==> config.mk <==
export PLATFORM = sky130hd
export DESIGN_NAME = mux8_scan_ctrl
export DESIGN_NICKNAME = d
export VERILOG_FILES = /design/src/rtl/mux8_scan_ctrl.sv
export SDC_FILE = /design/constraint.sdc
export NUM_CORES = 1
export LEC_CHECK = 0
export BUFFER_PORTS_ARGS = -buffer_cell sky130_fd_sc_hd__buf_2
export CAP_MARGIN = 15
export CORE_UTILIZATION = 55
export DETAILED_ROUTE_END_ITERATION = 8
export PLACE_DENSITY = 0.77
export SETUP_SLACK_MARGIN = 0.4
export SLEW_MARGIN = 20
export SYNTH_ARGS = -nofsm -noshare
export SYNTH_HDL_FRONTEND = slang
export SYNTH_SLANG_ARGS = --single-unit
export TNS_END_PERCENT = 5
==> constraint.sdc <==
create_clock -name clk -period 3.6 [get_ports clk]
set_input_delay 0.36 -clock clk [delete_from_list [all_inputs] [get_ports clk]]
set_output_delay 0.36 -clock clk [all_outputs]
set_load 0.01 [all_outputs]
==> src/rtl/mux8_scan_ctrl.sv <==
// Scan controller for an 8:1 mux: steps the select 0..7, samples mux_f after a settle time,
// and presents the packed byte with a valid/ready handshake. Optional parity: MUX_SCAN_PARITY_EN.
module mux8_scan_ctrl #(
    parameter int NUM_CH     = 8,
    parameter int SETTLE_CYC = 1
) (
    input  logic       clk,
    input  logic       rst_n,
    input  logic       start,
    input  logic       mux_f,
    output logic [2:0] mux_sel,
    output logic       busy,
    output logic [7:0] word_out,
    output logic       word_valid,
    input  logic       word_ready,
    output logic       start_ignored,
    output logic       parity_out,
    output logic [1:0] dbg_state
);

    // Handshake: a word transfers on any rising edge where word_valid and word_ready are both 1;
    // word_out/word_valid stay stable until then, and word_valid drops on that edge.

    typedef enum logic [1:0] {
        IDLE = 2'd0,
        SCAN = 2'd1,
        DONE = 2'd2
    } state_t;

    localparam logic [3:0] SETTLE_LAST = 4'(SETTLE_CYC);
    localparam logic [2:0] LAST_CH     = 3'(NUM_CH - 1);

    state_t     state_q, state_d;
    logic [3:0] cnt_q, cnt_d;
    logic [7:0] shift_q, shift_d;
    logic [2:0] sel_d;
    logic [7:0] word_d;
    logic       valid_d;
    logic       ign_d;

    always_ff @(posedge clk) begin
        if (!rst_n) state_q <= IDLE;
        else        state_q <= state_d;
    end

    always_comb begin
        state_d = state_q;
        sel_d   = mux_sel;
        cnt_d   = cnt_q;
        shift_d = shift_q;
        word_d  = word_out;
        valid_d = word_valid;
        ign_d   = 1'b0;
        case (state_q)
            IDLE: begin
                sel_d = 3'd0;
                cnt_d = 4'd0;
                if (start) state_d = SCAN;
            end
            SCAN: begin
                ign_d = start;
                if (cnt_q == SETTLE_LAST) begin
                    shift_d[mux_sel] = mux_f;
                    cnt_d            = 4'd0;
                    sel_d            = mux_sel + 3'd1;
                    // Last channel: publish the word including the bit captured this edge.
                    if (mux_sel == LAST_CH) begin
                        word_d  = shift_d;
                        valid_d = 1'b1;
                        state_d = DONE;
                    end
                end else begin
                    cnt_d = cnt_q + 4'd1;
                end
            end
            DONE: begin
                if (word_ready) begin
                    valid_d = 1'b0;
                    sel_d   = 3'd0;
                    cnt_d   = 4'd0;
                    state_d = start ? SCAN : IDLE;
                end else begin
                    ign_d = start;
                end
            end
            default: state_d = IDLE;
        endcase
    end

    always_ff @(posedge clk) begin
        if (!rst_n) begin
            mux_sel       <= 3'd0;
            cnt_q         <= 4'd0;
            shift_q       <= 8'h00;
            word_out      <= 8'h00;
            word_valid    <= 1'b0;
            start_ignored <= 1'b0;
        end else begin
            mux_sel       <= sel_d;
            cnt_q         <= cnt_d;
            shift_q       <= shift_d;
            word_out      <= word_d;
            word_valid    <= valid_d;
            start_ignored <= ign_d;
        end
    end

`ifdef MUX_SCAN_PARITY_EN
    logic parity_q;
    always_ff @(posedge clk) begin
        if (!rst_n) parity_q <= 1'b0;
        else        parity_q <= ^word_d;
    end
    assign parity_out = parity_q;
`else
    assign parity_out = 1'b0;
`endif

    assign busy      = (state_q != IDLE);
    assign dbg_state = state_q;

endmodule
Word-level counts from Yosys, hierarchy flattened:

Cells that the tools add are included.

* bits in registers: 27
* input bits: 5
* output and inout port bits: 17
* logic and storage cells: 51

* add/subtract/negate cells: 2
* order comparisons: 2
* equality and inequality tests: 8
* muxes and demuxes: 21
* reduce and logical (&&, ||, !) cells: 11

Operator list (count)
* 4-bit case mux with 3 select lines: 1
* 3-bit case mux with 3 select lines: 1
* 8-bit bitwise mux: 1
* 2-bit two-way mux: 4
* 4-bit two-way mux: 2
* 2-bit != test (second input constant): 4
* 4-bit AND reduction: 2
* 1-bit two-way mux: 6
* 3-bit two-way mux: 2
* 2-bit case mux with 3 select lines: 1
* 3-bit AND reduction: 2
* 4-bit by 1-bit adder with 4-bit output (second input constant): 1
* 4-bit by 1-bit == test with 1-bit output (second input constant): 1
* 3-bit by 4-bit < comparator with 1-bit output (second input constant): 1
* 1-bit case mux with 2 select lines: 2
* 2-bit AND reduction: 2
* 2-bit nonzero test: 2
* 3-bit by 1-bit adder with 3-bit output (second input constant): 1
* 1-bit demux with 3-bit select: 1
* 3-bit == test (second input constant): 1
* 3-bit by 1-bit greater-or-equal comparator with 1-bit output (second input constant): 1
* 3-bit nonzero test: 1
* 2-bit by 1-bit == test with 1-bit output (second input constant): 1
* 2-bit == test (second input constant): 1
* 2 further kinds: 2

Depth between registers and ports, before layout:

* depth in word-level cells: 5
* depth in mapped cells: 7
* mapped depth without buffers: 5

Least setup slack after synthesis:

OpenSTA, ideal clock, no wires.

* kind: register to register
* from: register state_q[0] (netlist: dbg_state[0])
* to: register cnt_q[0]
* library setup time: 0.070 ns
* data arrival time: 1.721 ns
* required time: 3.530 ns
* slack: 1.808 ns
* stages on the path, launching flop included: 7
* buffers on the path: 1
* clock period less this slack: 1.792 ns
* cells stage by stage: dfxtp_1 > inv_1 > ha_1 > nor2b_1 > clkbuf_1 > or4_2 > a21oi_1

* cells in the longest elaborated chain, start to end: 3
* elaborated cells between the ends (all ways): 7
* those cells by class: eq/ne: 3; mux: 1; reduce/logical: 3

Ends and longest elaborated chain
* start: declaration: line 33 `state_t state_q, state_d;`
* start signal: assignment: line 43 `else state_q <= state_d;`
* 2-bit == test (tied with other cells): line 54 `case (state_q)`
* 2-bit != test (no source line) / 3-bit nonzero test (equally long branches)
* 2-bit AND reduction (no source line)
* end signal: assignment: line 100 `cnt_q <= cnt_d;`
* end: declaration: line 34 `logic [3:0] cnt_q, cnt_d;`

Parallel ways exist; a longest one is shown, timed or not.
A chain may end at the register's enable or synchronous reset.

Worst setup path in the final report:

* from: register state_q[1] (netlist: dbg_state[1])
* to: register state_q[1] (netlist: dbg_state[1])

* cells in the longest elaborated chain, start to end: 3
* elaborated cells between the ends (all ways): 9
* those cells by class: eq/ne: 6; mux: 1; reduce/logical: 2

Ends and longest elaborated chain (line)
* 2-bit by 1-bit == test with 1-bit output (tied with other cells): 54
* 2-bit != test (no source line)
* 4-bit AND reduction (no source line)

Parallel ways exist; a longest one is shown, timed or not.

==> qor.yml <==
dp.final_hpwl_um: 2330
ys_ff_latch: 27
yosysWarnings: 0
ant_nets: 0
io_pins: 22
required_ps: 3850
cap_violations: 0
post_cts_buffers: 0
p_per_area_mw_per_mm2: 462
overflow: 0
synth_cells: 175
core_mm2: 0.00254
synth_top_area_cell: "dfxtp_1"
clk_latency_ps: 340
timing.fmax_mhz: 504
synth-edff-count: 0
synth_cell_types: 42
drc: 0
setup_violations: 0
fin_tns_setup_ps: 0
syn_area_mm2: 0.00153
end_kind: "flip-flop"
final_nets: 199
ctsHoldBuffers: 0
drive_gt1_share_pct: 19.0
dr.pass1.iters: 4
htreeDepth: 1
dieHeight_um: 54.7
fp-row-count: 18
fillers: 224
die_x_um: 54.7
routed_wirelength_um: 3300
layout_min_cycle_time_ps: 1980
max_slew_margin_pct: 42.9
clk_pin_slew_ps: 150
grt_pass1_wl_um: 5290
wl_per_cell_um: 15.4
hold_class: "primary input to flip-flop"
arrival_ps: 2230
cts_buffer_depth: 2
irDropWorstVdd_mv: 0.362
grt_util_all_layers_pct: 24.5
cts_buffers: 3
critPathKind: "flip-flop to flip-flop"
via_count: 1327
maxSlewViolCount: 0
cts.sinks: 27
synthFlopType: "dfxtp_1"
rr_worst_depth: 5
synthesis.nets: 189
syn_area_per_cell_um2: 8.72
start_util_pct: 60.0
status: "complete, no violations"
hold_ws_ps: 251
fin_ws_ps: 1620
vias_per_cell: 6.20
hold_viol_final: 0
yosys-top-cells-count: "dfxtp_1, a21oi_1, clkbuf_1"
finish.utilization_pct: 64.6
critPathMaxFanout: 18
grt_max_degree: 23
startpoint_type: "flip-flop"
seq_area_frac_synth_pct: 35.4
num_antenna_cells: 0
synth_top_cell_area_share_pct: 35.4
grt_pass1_vias: 1143
power_mw: 0.760
drt_iter0_drc: 40
grt_antenna_before_repair: 0
area.growth.synth_to_final_pct: 7.71
portBuffers: 20
p_leak_nw: 0.656
root_buffer: "clkbuf_4"
cts_tree: "built"
postSynth.asyncResetShare_pct: 0
gp_congestion: 0.772
synthTopCellsByArea: "dfxtp_1, mux2i_1, ha_1"
hold_depth: 3
pre_cts_ws_ps: 1700
dieArea_mm2: 0.00299
finClkSkew_ps: 6.35
post_cts_resized: 0
fin_crit_sh_pct: 55.1
synth_most_common_cell: "dfxtp_1"
rsz0062_at_grt: "no"
tightest_slew_ps: 853
path summary, 6_finish.rpt:
kind                            slack (ps)                        end                      start
worst max-delay path                  1620  dbg_state[1]$_SDFFE_PN0P_  dbg_state[1]$_SDFFE_PN0P_
worst min-delay path                   250   start_ignored$_SDFF_PN0_                      start
worst max register to register        1620  dbg_state[1]$_SDFFE_PN0P_  dbg_state[1]$_SDFFE_PN0P_
worst min register to register         470    shift_q[7]$_SDFFE_PN0P_    shift_q[7]$_SDFFE_PN0P_
state kept, by name, indices dropped and copies added, names as in the netlist:
| register | count |
|---|---|
| cnt_q | 4 |
| word_out | 8 |
| shift_q | 8 |
| start_ignored | 1 |
| word_valid | 1 |
| mux_sel | 3 |
| dbg_state | 2 |
layout by cell type (no fill, tap or decap), drive strengths merged, types with 4 or more instances in the layout:
master,count
nand4,4
ha,9
nand3,6
a21oi,19
nand3b,4
dfxtp,27
mux2i,12
a211oi,10
nand2b,6
nand2,8
buf,21
inv,11
per-stage QoR:
step	area [µm²]	cells
final	1640	214
after detailed placement	1610	210
after global routing	1640	214
after floorplan	1530	175
after global placement	1610	210
after CTS	1640	214
layer usage:
| layer | GRT usage (%) | routed length [µm] |
|---|---|---|
| met1 | 35.3 | 1630 |
| met2 | 35.5 | 1470 |
| met3 | 3.06 | 165 |
| met4 | 11.5 | 30 |
| met5 | 0 | 0 |
worst max-delay path, cell delays in order (launching register included):
cell and delay (ps):
dfxtp_1 390, inv_1 140, ha_1 570, nand2b_1 240, and3_1 230, a221oi_1 310
final cells by class:
class / count / area (µm²) / share of cell area, %
clock buffer: 3 / 22.5 / 1.37
clock inverter: 1 / 7.51 / 0.457
inverter: 11 / 41.3 / 2.51
multi-input combinational: 121 / 887 / 54.0
sequential: 27 / 541 / 32.9
tap: 30 / 37.5 / 2.28
timing repair buffer: 21 / 108 / 6.54
kinds of logic (layout without fill, tap and decap cells):
logic type / Yosys count / after routing / synth area share [%]
compound gates: 49 / 49 / 21.1
fa+ha+maj: 9 / 9 / 7.38
buf+inv: 27 / 36 / 7.05
flops: 27 / 27 / 35.4
mux: 12 / 12 / 7.87
other cells: 1 / 1 / 0.246
simple gates: 50 / 50 / 21.0
power breakdown:
| part | total (mW) | switching, mW | leakage [nW] | internal, mW |
|---|---|---|---|---|
| Clock | 0.143 | 0.101 | 0.0139 | 0.0427 |
| Sequential | 0.349 | 0.0293 | 0.218 | 0.320 |
| Combinational | 0.268 | 0.161 | 0.424 | 0.106 |
| Total | 0.760 | 0.291 | 0.656 | 0.469 |
Note: power is estimated with default switching activity, not from simulation.
